## src/rtl/vend_pkg.sv

```systemverilog
// Shared definitions for the vending-machine datapath.
//   - Coin codes (same coding as the controller coin bus) and their values.
//     Each code is numerically equal to the coin's value, so a code can be
//     used directly as the value to subtract.
//   - State encodings for the change dispenser FSM.
//   - Default width for amounts.
package vend_pkg;

  localparam int AMT_W_DEF = 7;

  localparam logic [4:0] COIN5  = 5'b00101;
  localparam logic [4:0] COIN10 = 5'b01010;
  localparam logic [4:0] COIN20 = 5'b10100;

  localparam int VAL5  = 5;
  localparam int VAL10 = 10;
  localparam int VAL20 = 20;

  localparam logic [2:0] ST_IDLE     = 3'd0;
  localparam logic [2:0] ST_SELECT   = 3'd1;
  localparam logic [2:0] ST_DISPENSE = 3'd2;
  localparam logic [2:0] ST_GAP      = 3'd3;
  localparam logic [2:0] ST_DONE     = 3'd4;
  localparam logic [2:0] ST_ERR      = 3'd5;

  typedef enum logic [2:0] {
    IDLE     = ST_IDLE,
    SELECT   = ST_SELECT,
    DISPENSE = ST_DISPENSE,
    GAP      = ST_GAP,
    DONE     = ST_DONE,
    ERR      = ST_ERR
  } state_e;

endpackage

```

## src/rtl/change_dispenser_if.sv

```systemverilog
// Handshake bundle between the change dispenser and its neighbours.
//   chg_valid/chg_amt/chg_ready : change request from the controller
//   coin_valid/coin_val/coin_ready : one-coin-at-a-time ejector handshake
// Modports:
//   slave  - the dispenser side (consumes requests, presents coins)
//   master - the environment side (issues requests, accepts coins)
interface change_dispenser_if #(
  parameter int AMT_W = vend_pkg::AMT_W_DEF
) ();
  logic             chg_valid;
  logic [AMT_W-1:0] chg_amt;
  logic             chg_ready;
  logic             coin_valid;
  logic [4:0]       coin_val;
  logic             coin_ready;

  modport slave (
    input  chg_valid, chg_amt, coin_ready,
    output chg_ready, coin_valid, coin_val
  );

  modport master (
    output chg_valid, chg_amt, coin_ready,
    input  chg_ready, coin_valid, coin_val
  );
endinterface

```

## src/rtl/change_dispenser_coin_inventory.sv

```systemverilog
// coin_inventory: three per-denomination stock counters for the change
// dispenser. Only present when CHG_INVENTORY_EN is defined.
// Ports:
//   clk, resetn            - clock, synchronous active-low reset
//   reload                 - restock every denomination to INV_INIT
//   dec_5/dec_10/dec_20    - one coin of that denomination was paid out
//   inv_5/inv_10/inv_20    - current stock
//   avail_5/10/20          - stock of that denomination is non-zero
`ifdef CHG_INVENTORY_EN
module coin_inventory #(
  parameter int INV_W    = 6,
  parameter int INV_INIT = 20
) (
  input  logic             clk,
  input  logic             resetn,
  input  logic             reload,
  input  logic             dec_5,
  input  logic             dec_10,
  input  logic             dec_20,
  output logic [INV_W-1:0] inv_5,
  output logic [INV_W-1:0] inv_10,
  output logic [INV_W-1:0] inv_20,
  output logic             avail_5,
  output logic             avail_10,
  output logic             avail_20
);
  localparam logic [INV_W-1:0] INIT_V = INV_W'(INV_INIT);

  logic [INV_W-1:0] inv5_q, inv5_d;
  logic [INV_W-1:0] inv10_q, inv10_d;
  logic [INV_W-1:0] inv20_q, inv20_d;

  // Reload has priority over a coincident decrement. A decrement is only
  // ever requested for a denomination flagged available, so no underflow.
  always_comb begin
    inv5_d  = inv5_q;
    inv10_d = inv10_q;
    inv20_d = inv20_q;
    if (reload) begin
      inv5_d  = INIT_V;
      inv10_d = INIT_V;
      inv20_d = INIT_V;
    end else begin
      if (dec_5)  inv5_d  = inv5_q  - 1'b1;
      if (dec_10) inv10_d = inv10_q - 1'b1;
      if (dec_20) inv20_d = inv20_q - 1'b1;
    end
  end

  always_ff @(posedge clk) begin
    if (!resetn) begin
      inv5_q  <= INIT_V;
      inv10_q <= INIT_V;
      inv20_q <= INIT_V;
    end else begin
      inv5_q  <= inv5_d;
      inv10_q <= inv10_d;
      inv20_q <= inv20_d;
    end
  end

  assign inv_5    = inv5_q;
  assign inv_10   = inv10_q;
  assign inv_20   = inv20_q;
  assign avail_5  = (inv5_q  != '0);
  assign avail_10 = (inv10_q != '0);
  assign avail_20 = (inv20_q != '0);
endmodule
`endif

```

## src/rtl/change_dispenser.sv

```systemverilog
// change_dispenser: pays out a returned-change amount one coin at a time,
// greedy 20/10/5, with a valid/ready handshake per coin and a settle gap
// of GAP_CYCLES idle cycles after each coin.
// Ports:
//   clk, resetn   - clock, synchronous active-low reset
//   bus (slave)   - change request in, coin handshake out
//   busy          - not in IDLE
//   done          - one-cycle pulse, request fully paid
//   short_err     - one-cycle pulse, request ended with unpaid residue
//   remaining     - amount still owed (residue held after short_err)
//   reload, inv_5/inv_10/inv_20 - only with CHG_INVENTORY_EN
// Build option: define CHG_INVENTORY_EN for finite per-denomination stock;
// otherwise supply is unlimited.
module change_dispenser
  import vend_pkg::*;
#(
  parameter int AMT_W      = AMT_W_DEF,
  parameter int GAP_CYCLES = 2
`ifdef CHG_INVENTORY_EN
  ,
  parameter int INV_W      = 6,
  parameter int INV_INIT   = 20
`endif
) (
  input  logic             clk,
  input  logic             resetn,
  change_dispenser_if.slave bus,
  output logic             busy,
  output logic             done,
  output logic             short_err,
  output logic [AMT_W-1:0] remaining
`ifdef CHG_INVENTORY_EN
  ,
  input  logic             reload,
  output logic [INV_W-1:0] inv_5,
  output logic [INV_W-1:0] inv_10,
  output logic [INV_W-1:0] inv_20
`endif
);
  localparam int GW = (GAP_CYCLES > 1) ? $clog2(GAP_CYCLES) : 1;
  localparam logic [GW-1:0] GAP_LOAD = GW'((GAP_CYCLES > 0) ? GAP_CYCLES - 1 : 0);

  localparam logic [AMT_W-1:0] AMT5  = AMT_W'(VAL5);
  localparam logic [AMT_W-1:0] AMT10 = AMT_W'(VAL10);
  localparam logic [AMT_W-1:0] AMT20 = AMT_W'(VAL20);

  state_e           state_q, state_d;
  logic [AMT_W-1:0] remaining_q, remaining_d;
  logic [4:0]       coin_val_q, coin_val_d;
  logic [GW-1:0]    gap_cnt_q, gap_cnt_d;
  logic             avail_5, avail_10, avail_20;

`ifdef CHG_INVENTORY_EN
  logic take;
  assign take = (state_q == DISPENSE) && bus.coin_ready;

  coin_inventory #(
    .INV_W   (INV_W),
    .INV_INIT(INV_INIT)
  ) u_inv (
    .clk     (clk),
    .resetn  (resetn),
    .reload  (reload),
    .dec_5   (take && (coin_val_q == COIN5)),
    .dec_10  (take && (coin_val_q == COIN10)),
    .dec_20  (take && (coin_val_q == COIN20)),
    .inv_5   (inv_5),
    .inv_10  (inv_10),
    .inv_20  (inv_20),
    .avail_5 (avail_5),
    .avail_10(avail_10),
    .avail_20(avail_20)
  );
`else
  assign avail_5  = 1'b1;
  assign avail_10 = 1'b1;
  assign avail_20 = 1'b1;
`endif

  always_comb begin
    state_d     = state_q;
    remaining_d = remaining_q;
    coin_val_d  = coin_val_q;
    gap_cnt_d   = gap_cnt_q;
    case (state_q)
      IDLE: begin
        if (bus.chg_valid) begin
          remaining_d = bus.chg_amt;
          state_d     = SELECT;
        end
      end
      SELECT: begin
        if (remaining_q == '0) begin
          state_d = DONE;
        end else if (remaining_q >= AMT20 && avail_20) begin
          coin_val_d = COIN20;
          state_d    = DISPENSE;
        end else if (remaining_q >= AMT10 && avail_10) begin
          coin_val_d = COIN10;
          state_d    = DISPENSE;
        end else if (remaining_q >= AMT5 && avail_5) begin
          coin_val_d = COIN5;
          state_d    = DISPENSE;
        end else begin
          state_d = ERR;
        end
      end
      DISPENSE: begin
        if (bus.coin_ready) begin
          // coin code doubles as its value; SELECT guaranteed it fits
          remaining_d = remaining_q - AMT_W'(coin_val_q);
          if (GAP_CYCLES > 0) begin
            gap_cnt_d = GAP_LOAD;
            state_d   = GAP;
          end else begin
            state_d = SELECT;
          end
        end
      end
      GAP: begin
        if (gap_cnt_q == '0) state_d = SELECT;
        else                 gap_cnt_d = gap_cnt_q - 1'b1;
      end
      DONE:    state_d = IDLE;
      ERR:     state_d = IDLE;
      default: state_d = IDLE;
    endcase
  end

  always_ff @(posedge clk) begin
    if (!resetn) begin
      state_q     <= IDLE;
      remaining_q <= '0;
      coin_val_q  <= '0;
      gap_cnt_q   <= '0;
    end else begin
      state_q     <= state_d;
      remaining_q <= remaining_d;
      coin_val_q  <= coin_val_d;
      gap_cnt_q   <= gap_cnt_d;
    end
  end

  assign bus.chg_ready  = (state_q == IDLE);
  assign bus.coin_valid = (state_q == DISPENSE);
  assign bus.coin_val   = (state_q == DISPENSE) ? coin_val_q : 5'b00000;
  assign busy           = (state_q != IDLE);
  assign done           = (state_q == DONE);
  assign short_err      = (state_q == ERR);
  assign remaining      = remaining_q;
endmodule

```

## src/flat_wrapper.sv

```systemverilog
// flat-port wrapper written by rule: the top's interface ports become plain ports
module change_dispenser_flat import vend_pkg::*;
#(
  parameter int AMT_W      = AMT_W_DEF,
  parameter int GAP_CYCLES = 2

)
  (clk, resetn, busy, done, short_err, remaining, bus_chg_valid, bus_chg_amt, bus_coin_ready, bus_chg_ready, bus_coin_valid, bus_coin_val);
  change_dispenser_if #(.AMT_W(AMT_W)) bus_i ();
  input  logic clk;
  input  logic resetn;
  output logic busy;
  output logic done;
  output logic short_err;
  output logic [AMT_W-1:0] remaining;
  input wire logic [$bits(bus_i.chg_valid)-1:0] bus_chg_valid;
  input wire logic [$bits(bus_i.chg_amt)-1:0] bus_chg_amt;
  input wire logic [$bits(bus_i.coin_ready)-1:0] bus_coin_ready;
  output wire logic [$bits(bus_i.chg_ready)-1:0] bus_chg_ready;
  output wire logic [$bits(bus_i.coin_valid)-1:0] bus_coin_valid;
  output wire logic [$bits(bus_i.coin_val)-1:0] bus_coin_val;
  assign bus_i.chg_valid = bus_chg_valid;
  assign bus_i.chg_amt = bus_chg_amt;
  assign bus_i.coin_ready = bus_coin_ready;
  assign bus_chg_ready = bus_i.chg_ready;
  assign bus_coin_valid = bus_i.coin_valid;
  assign bus_coin_val = bus_i.coin_val;
  change_dispenser #(.AMT_W(AMT_W), .GAP_CYCLES(GAP_CYCLES)) u_core (.clk(clk), .resetn(resetn), .bus(bus_i), .busy(busy), .done(done), .short_err(short_err), .remaining(remaining));
endmodule
```

## config.mk

```make
export PLATFORM = sky130hd
export DESIGN_NAME = change_dispenser_flat
export DESIGN_NICKNAME = d
export VERILOG_FILES = /design/src/rtl/vend_pkg.sv /design/src/rtl/change_dispenser_if.sv /design/src/rtl/change_dispenser_coin_inventory.sv /design/src/rtl/change_dispenser.sv /design/src/flat_wrapper.sv
export SDC_FILE = /design/constraint.sdc
export NUM_CORES = 1
export LEC_CHECK = 0
export BUFFER_PORTS_ARGS = -buffer_cell sky130_fd_sc_hd__buf_2
export CAP_MARGIN = 20
export CORE_MARGIN = 4
export CORE_UTILIZATION = 51
export CTS_CLUSTER_SIZE = 30
export DETAILED_ROUTE_END_ITERATION = 6
export GPL_TIMING_DRIVEN = 0
export HOLD_SLACK_MARGIN = 0.02
export MAX_ROUTING_LAYER = met4
export PLACE_DENSITY = 0.77
export RECOVER_POWER = 50
export SLEW_MARGIN = 10
export SYNTH_ARGS = -nofsm -noshare
export SYNTH_HDL_FRONTEND = slang
export SYNTH_SLANG_ARGS = --single-unit
```

## constraint.sdc

```tcl
create_clock -name clk -period 1.9 [get_ports clk]
set_input_delay 0.095 -clock clk [delete_from_list [all_inputs] [get_ports clk]]
set_output_delay 0.095 -clock clk [all_outputs]
set_load 0.02 [all_outputs]
```

Word level (Yosys, flattened, before mapping)
Index checks and enable logic that the tools add are counted.
- word-level logic and storage cells: 46
- register bits: 16
- output and inout port bits: 17
- input port bits: 11
- eq/ne operators: 8
- mux-type cells: 18
- reductions and logical operators: 10
- bitwise logic cells: 1
- add/subtract/negate cells: 2
- $lt $le $gt $ge: 3
- operators with widths (kind ; count):
    $mux W3 ; 7
    $mux W5 ; 4
    $mux W7 ; 2
    $pmux W7 S2 ; 1
    $pmux W3 S4 ; 1
    $reduce_and A3 Y1 ; 3
    $ge A7 B3 Y1 const B ; 1
    $ge A7 B4 Y1 const B ; 1
    $ge A7 B5 Y1 const B ; 1
    $logic_not A7 Y1 ; 1
    $sub A7 B5 Y7 ; 1
    $eq A3 B2 Y1 const B ; 2
    $eq A3 B3 Y1 const B ; 2
    $ne A2 B2 Y1 const B ; 3
    $reduce_bool A3 Y1 ; 2
    $reduce_bool A2 Y1 ; 2
    $eq A3 B1 Y1 const B ; 1
    $logic_not A3 Y1 ; 1
    $mux W1 ; 2
    $pmux W1 S2 ; 1
    $reduce_and A2 Y1 ; 1
    $not A1 Y1 ; 1
    $sub A1 B1 Y1 const B ; 1

Longest topological paths before layout
- depth in word-level cells: 6
- mapped depth: 7

Least setup slack after synthesis
No wires, ideal clock.
- kind: reg2reg
- start point: register u_core.remaining_q[0], in the netlist u_core.remaining[0]
- end point: register u_core.remaining_q[4], in the netlist u_core.remaining[4]
- clock period less this slack: 1.828 ns
- cell stages (with the launch flop): 8
- setup slack: 0.072 ns
- path buffers: 0
- arrival: 1.709 ns
- cells stage by stage: dfxtp_1 inv_1 ha_1 fa_1 nor2b_1 o31a_1 a211oi_2 o221a_1
- cells in the longest elaborated chain, start to end: 3
- RTL lines (element ; RTL line ; source):
    start, declared ; change_dispenser.sv:48 ; logic [AMT_W-1:0] remaining_q, remaining_d;
    start signal, assigned ; change_dispenser.sv:138 ; remaining_q <= remaining_d;
    $sub A7 B5 Y7 ; change_dispenser.sv:111 ; remaining_d = remaining_q - AMT_W'(coin_val_q);
    $mux W7 ; change_dispenser.sv:109 ; if (bus.coin_ready) begin
    $pmux W7 S2 ; change_dispenser.sv:85 ; case (state_q)
No other way between the ends. The select of a mux whose other input is x is not followed.
A chain may end at the register's enable or synchronous reset.

Worst setup path after layout
Same ends and word-level chain as after synthesis.

==> key figures <==
Synthesis
  – Post-synthesis sequential area ratio: 0.282
  – Ys async rst share: 0
  – Syn. warnings: 0
  – Post-synth EDFFs: 0
  – Cells after Synth: 127
  – Synth unique cells: 47
  – Top FF cell, synth: dfxtp_1
  – Flip-flop and latch count after synthesis: 15
  – Syn nets: 144
  – Syn_area_per_cell: 8.39 µm²
  – Cell Area, Synth: 1070 µm²

STA
  – Final critical-path share of the clock period: 0.943
  – Max Slew Vio Count: 0
  – Slew @ Worst Pin: 0.543 ns
  – Max_slew headroom: 0.635
  – Skew final: 0.00636 ns
  – Final count of negative-setup-slack endpoints: 0
  – Max frequency: 558 MHz
  – RSZ-0062 raised after global routing: no
  – Final hold vios: 0
  – Fin Setup TNS: 0 ns
  – Crit path time final: 1.79 ns

Routing
  – DR vias: 1,044
  – Final WL: 2.54 mm
  – Post-DR wirelength/cell: 13.7 µm
  – Drt via density: 5.64
  – Final ANT Viol Nets: 0
  – Initial DRT Pass Iterations: 4
  – First DRT Iteration DRCs: 33
  – DRC Markers: 0

Final layout
  – Final non-filler cell total: 185
  – Layout cell share with drive strength beyond 1: 0.241
  – Commonest non-fill, non-tap cell in the layout: buf_2
  – Ant diodes: 0
  – Area growth from synthesis to layout: 16.9%
  – Most frequent cells in the layout: buf_2 (17), nor2_1 (14), nand2_1 (13), dfxtp_1 (13), clkbuf_1 (11)
  – Layout net count: 176

Clock network
  – Post-CTS repair timing setup buffer count: 0
  – Root Driver: clkbuf_4
  – Clock transition at path regs: 0.10 ns
  – Clock Tree Buf Depth: 2
  – CTS tree: done
  – CTS sink cnt: 15
  – CTS buffer count: 3
  – H-tree depth: 1
  – Clock Latency Late Sink: 0.29 ns

Worst setup path
  – WP buf/inv: 1
  – CP max FO: 5
  – Critical Setup Path Class: reg -> reg
  – Crit end category: flop
  – CP Data Arrival Time: 1.98 ns
  – CP startpoint kind: flop
  – Slowest CP cell: fa_1
  – Cell family contributing the most delay on the critical path: adder cells
  – CP required: 2.09 ns
  – CP peak stage delay: 0.42 ns
  – Cell-by-cell trace of the critical path: inv_1 > ha_1 > fa_1 > nor2b_2 > o31a_1 > a211oi_2 > o221a_1

Power
  – Cell Pwr Density: 1150 nW/µm²
  – Worst VDD drop: 626 µV
  – P_leak: 0.531 nW

Place
  – GP Congestion: 0.861
  – Final HPWL from detailed placement: 1.92 mm
  – PortBufs: 27
  – DP Cell Count: 181

Global routing
  – Pin count of the biggest net entering global routing: 11
  – Total grt overflow: 0
  – Gr usage total: 0.201
  – Number of global-route vias before repair: 973
  – Initial antenna violation count: 0
  – First-pass GRT wire length: 4.18 mm

Floorplanning
  – Die Height: 53.7 µm
  – Starting Density: 0.538
  – I/O pin cnt: 28
  – Num rows: 16
  – Core area: 1980 µm²
  – Total die area: 2890 µm²
  – Die X: 53.7 µm

Hold path
  – Worst Hold Class: in -> reg

Outcome
  – Status: finished, final reports clean

Flow run
  – Maxcap violations: 0
[cell type report]
class | instances | area [µm²]
tap | 27 | 33.8
inverter | 9 | 33.8
clock buffer | 3 | 22.5
clock inverter | 1 | 5.00
buffer | 5 | 41.3
fill | 204 | 736
timing repair buffer | 27 | 123
multi-input combinational | 98 | 684
sequential | 15 | 303
[synth_stat cells, types with 3 or more instances]
master	count	share of area
nor2b_1	3	0.018
nor2_1	14	0.049
ha_1	5	0.059
o21ai_0	3	0.014
and2_1	3	0.018
o211ai_1	3	0.021
a21oi_1	5	0.023
inv_1	8	0.028
mux2i_1	4	0.038
dfxtp_1	15	0.28
nand2_1	13	0.046
nor3_1	4	0.019
o21a_1	4	0.028
[kinds of logic after synthesis]
group                    count (synthesis)  share of synthesized area
AND/OR/NAND/NOR                         56                      0.297
AO/OA/AOI/OAI                           31                      0.228
flip-flops                              15                      0.282
buffers and inverters                   14                     0.0704
adder cells (fa/ha/maj)                  6                     0.0775
multiplexers                             4                     0.0376
XOR/XNOR                                 1                    0.00822
[state kept, by name (all words and copies together), names as in the netlist]
register,count
u_core.remaining,7
u_core.coin_val_q,4
u_core.state_q,3
u_core.gap_cnt_q,1
[through the flow]
step / setup slack [ns] / hold slack (ns) / area (µm²) / utilization / power, mW
floorplan: 0.0723 / 0.251 / 1070 / - / 1.08
global placement: 0.0754 / 0.359 / 1230 / 0.623 / 1.24
detailed placement: 0.0625 / 0.366 / 1230 / 0.623 / 1.26
CTS: 0.0499 / 0.0617 / 1260 / 0.637 / 1.46
global route: 0.0118 / 0.0754 / 1250 / 0.629 / 1.55
finish: 0.108 / 0.0601 / 1250 / 0.629 / 1.44
[repair_timing]
action / 4_1_cts / 5_1_grt
resized for setup: 0 / 3
setup endpoints to repair: 0 / 1
hold buffers: 0 / 0
[worst min-delay path, stage by stage]
cell and delay, ns:
buf_2 0.09, nand2_1 0.05, a311oi_1 0.07
[path summary, 6_finish.rpt]
kind | cells past startpoint | slack, ns | start | endpoint
max | 7 | 0.11 | u_core.remaining[0] | u_core.remaining[4]
min | 3 | 0.06 | bus_chg_amt[2] | u_core.remaining[2]
min reg2reg | 2 | 0.50 | u_core.coin_val_q[4] | u_core.coin_val_q[4]
max reg2reg | 7 | 0.11 | u_core.remaining[0] | u_core.remaining[4]
[metal layers]
layer  track usage  part of all wire  up-vias
li1              -                 -      521
met1         0.253              0.45      479
met2         0.317              0.47       38
met3        0.0277             0.068        6
met4        0.0894             0.013        0
met5             -                 0        -
[where the power goes]
part           leakage (nW)  switching (mW)  internal (mW)  total [mW]
Sequential            0.124          0.0865          0.379       0.466
Clock                0.0177           0.111         0.0781       0.189
Combinational         0.390           0.450          0.331       0.781
Total                 0.531           0.648          0.788        1.44
(Power assumes the default switching activity.)
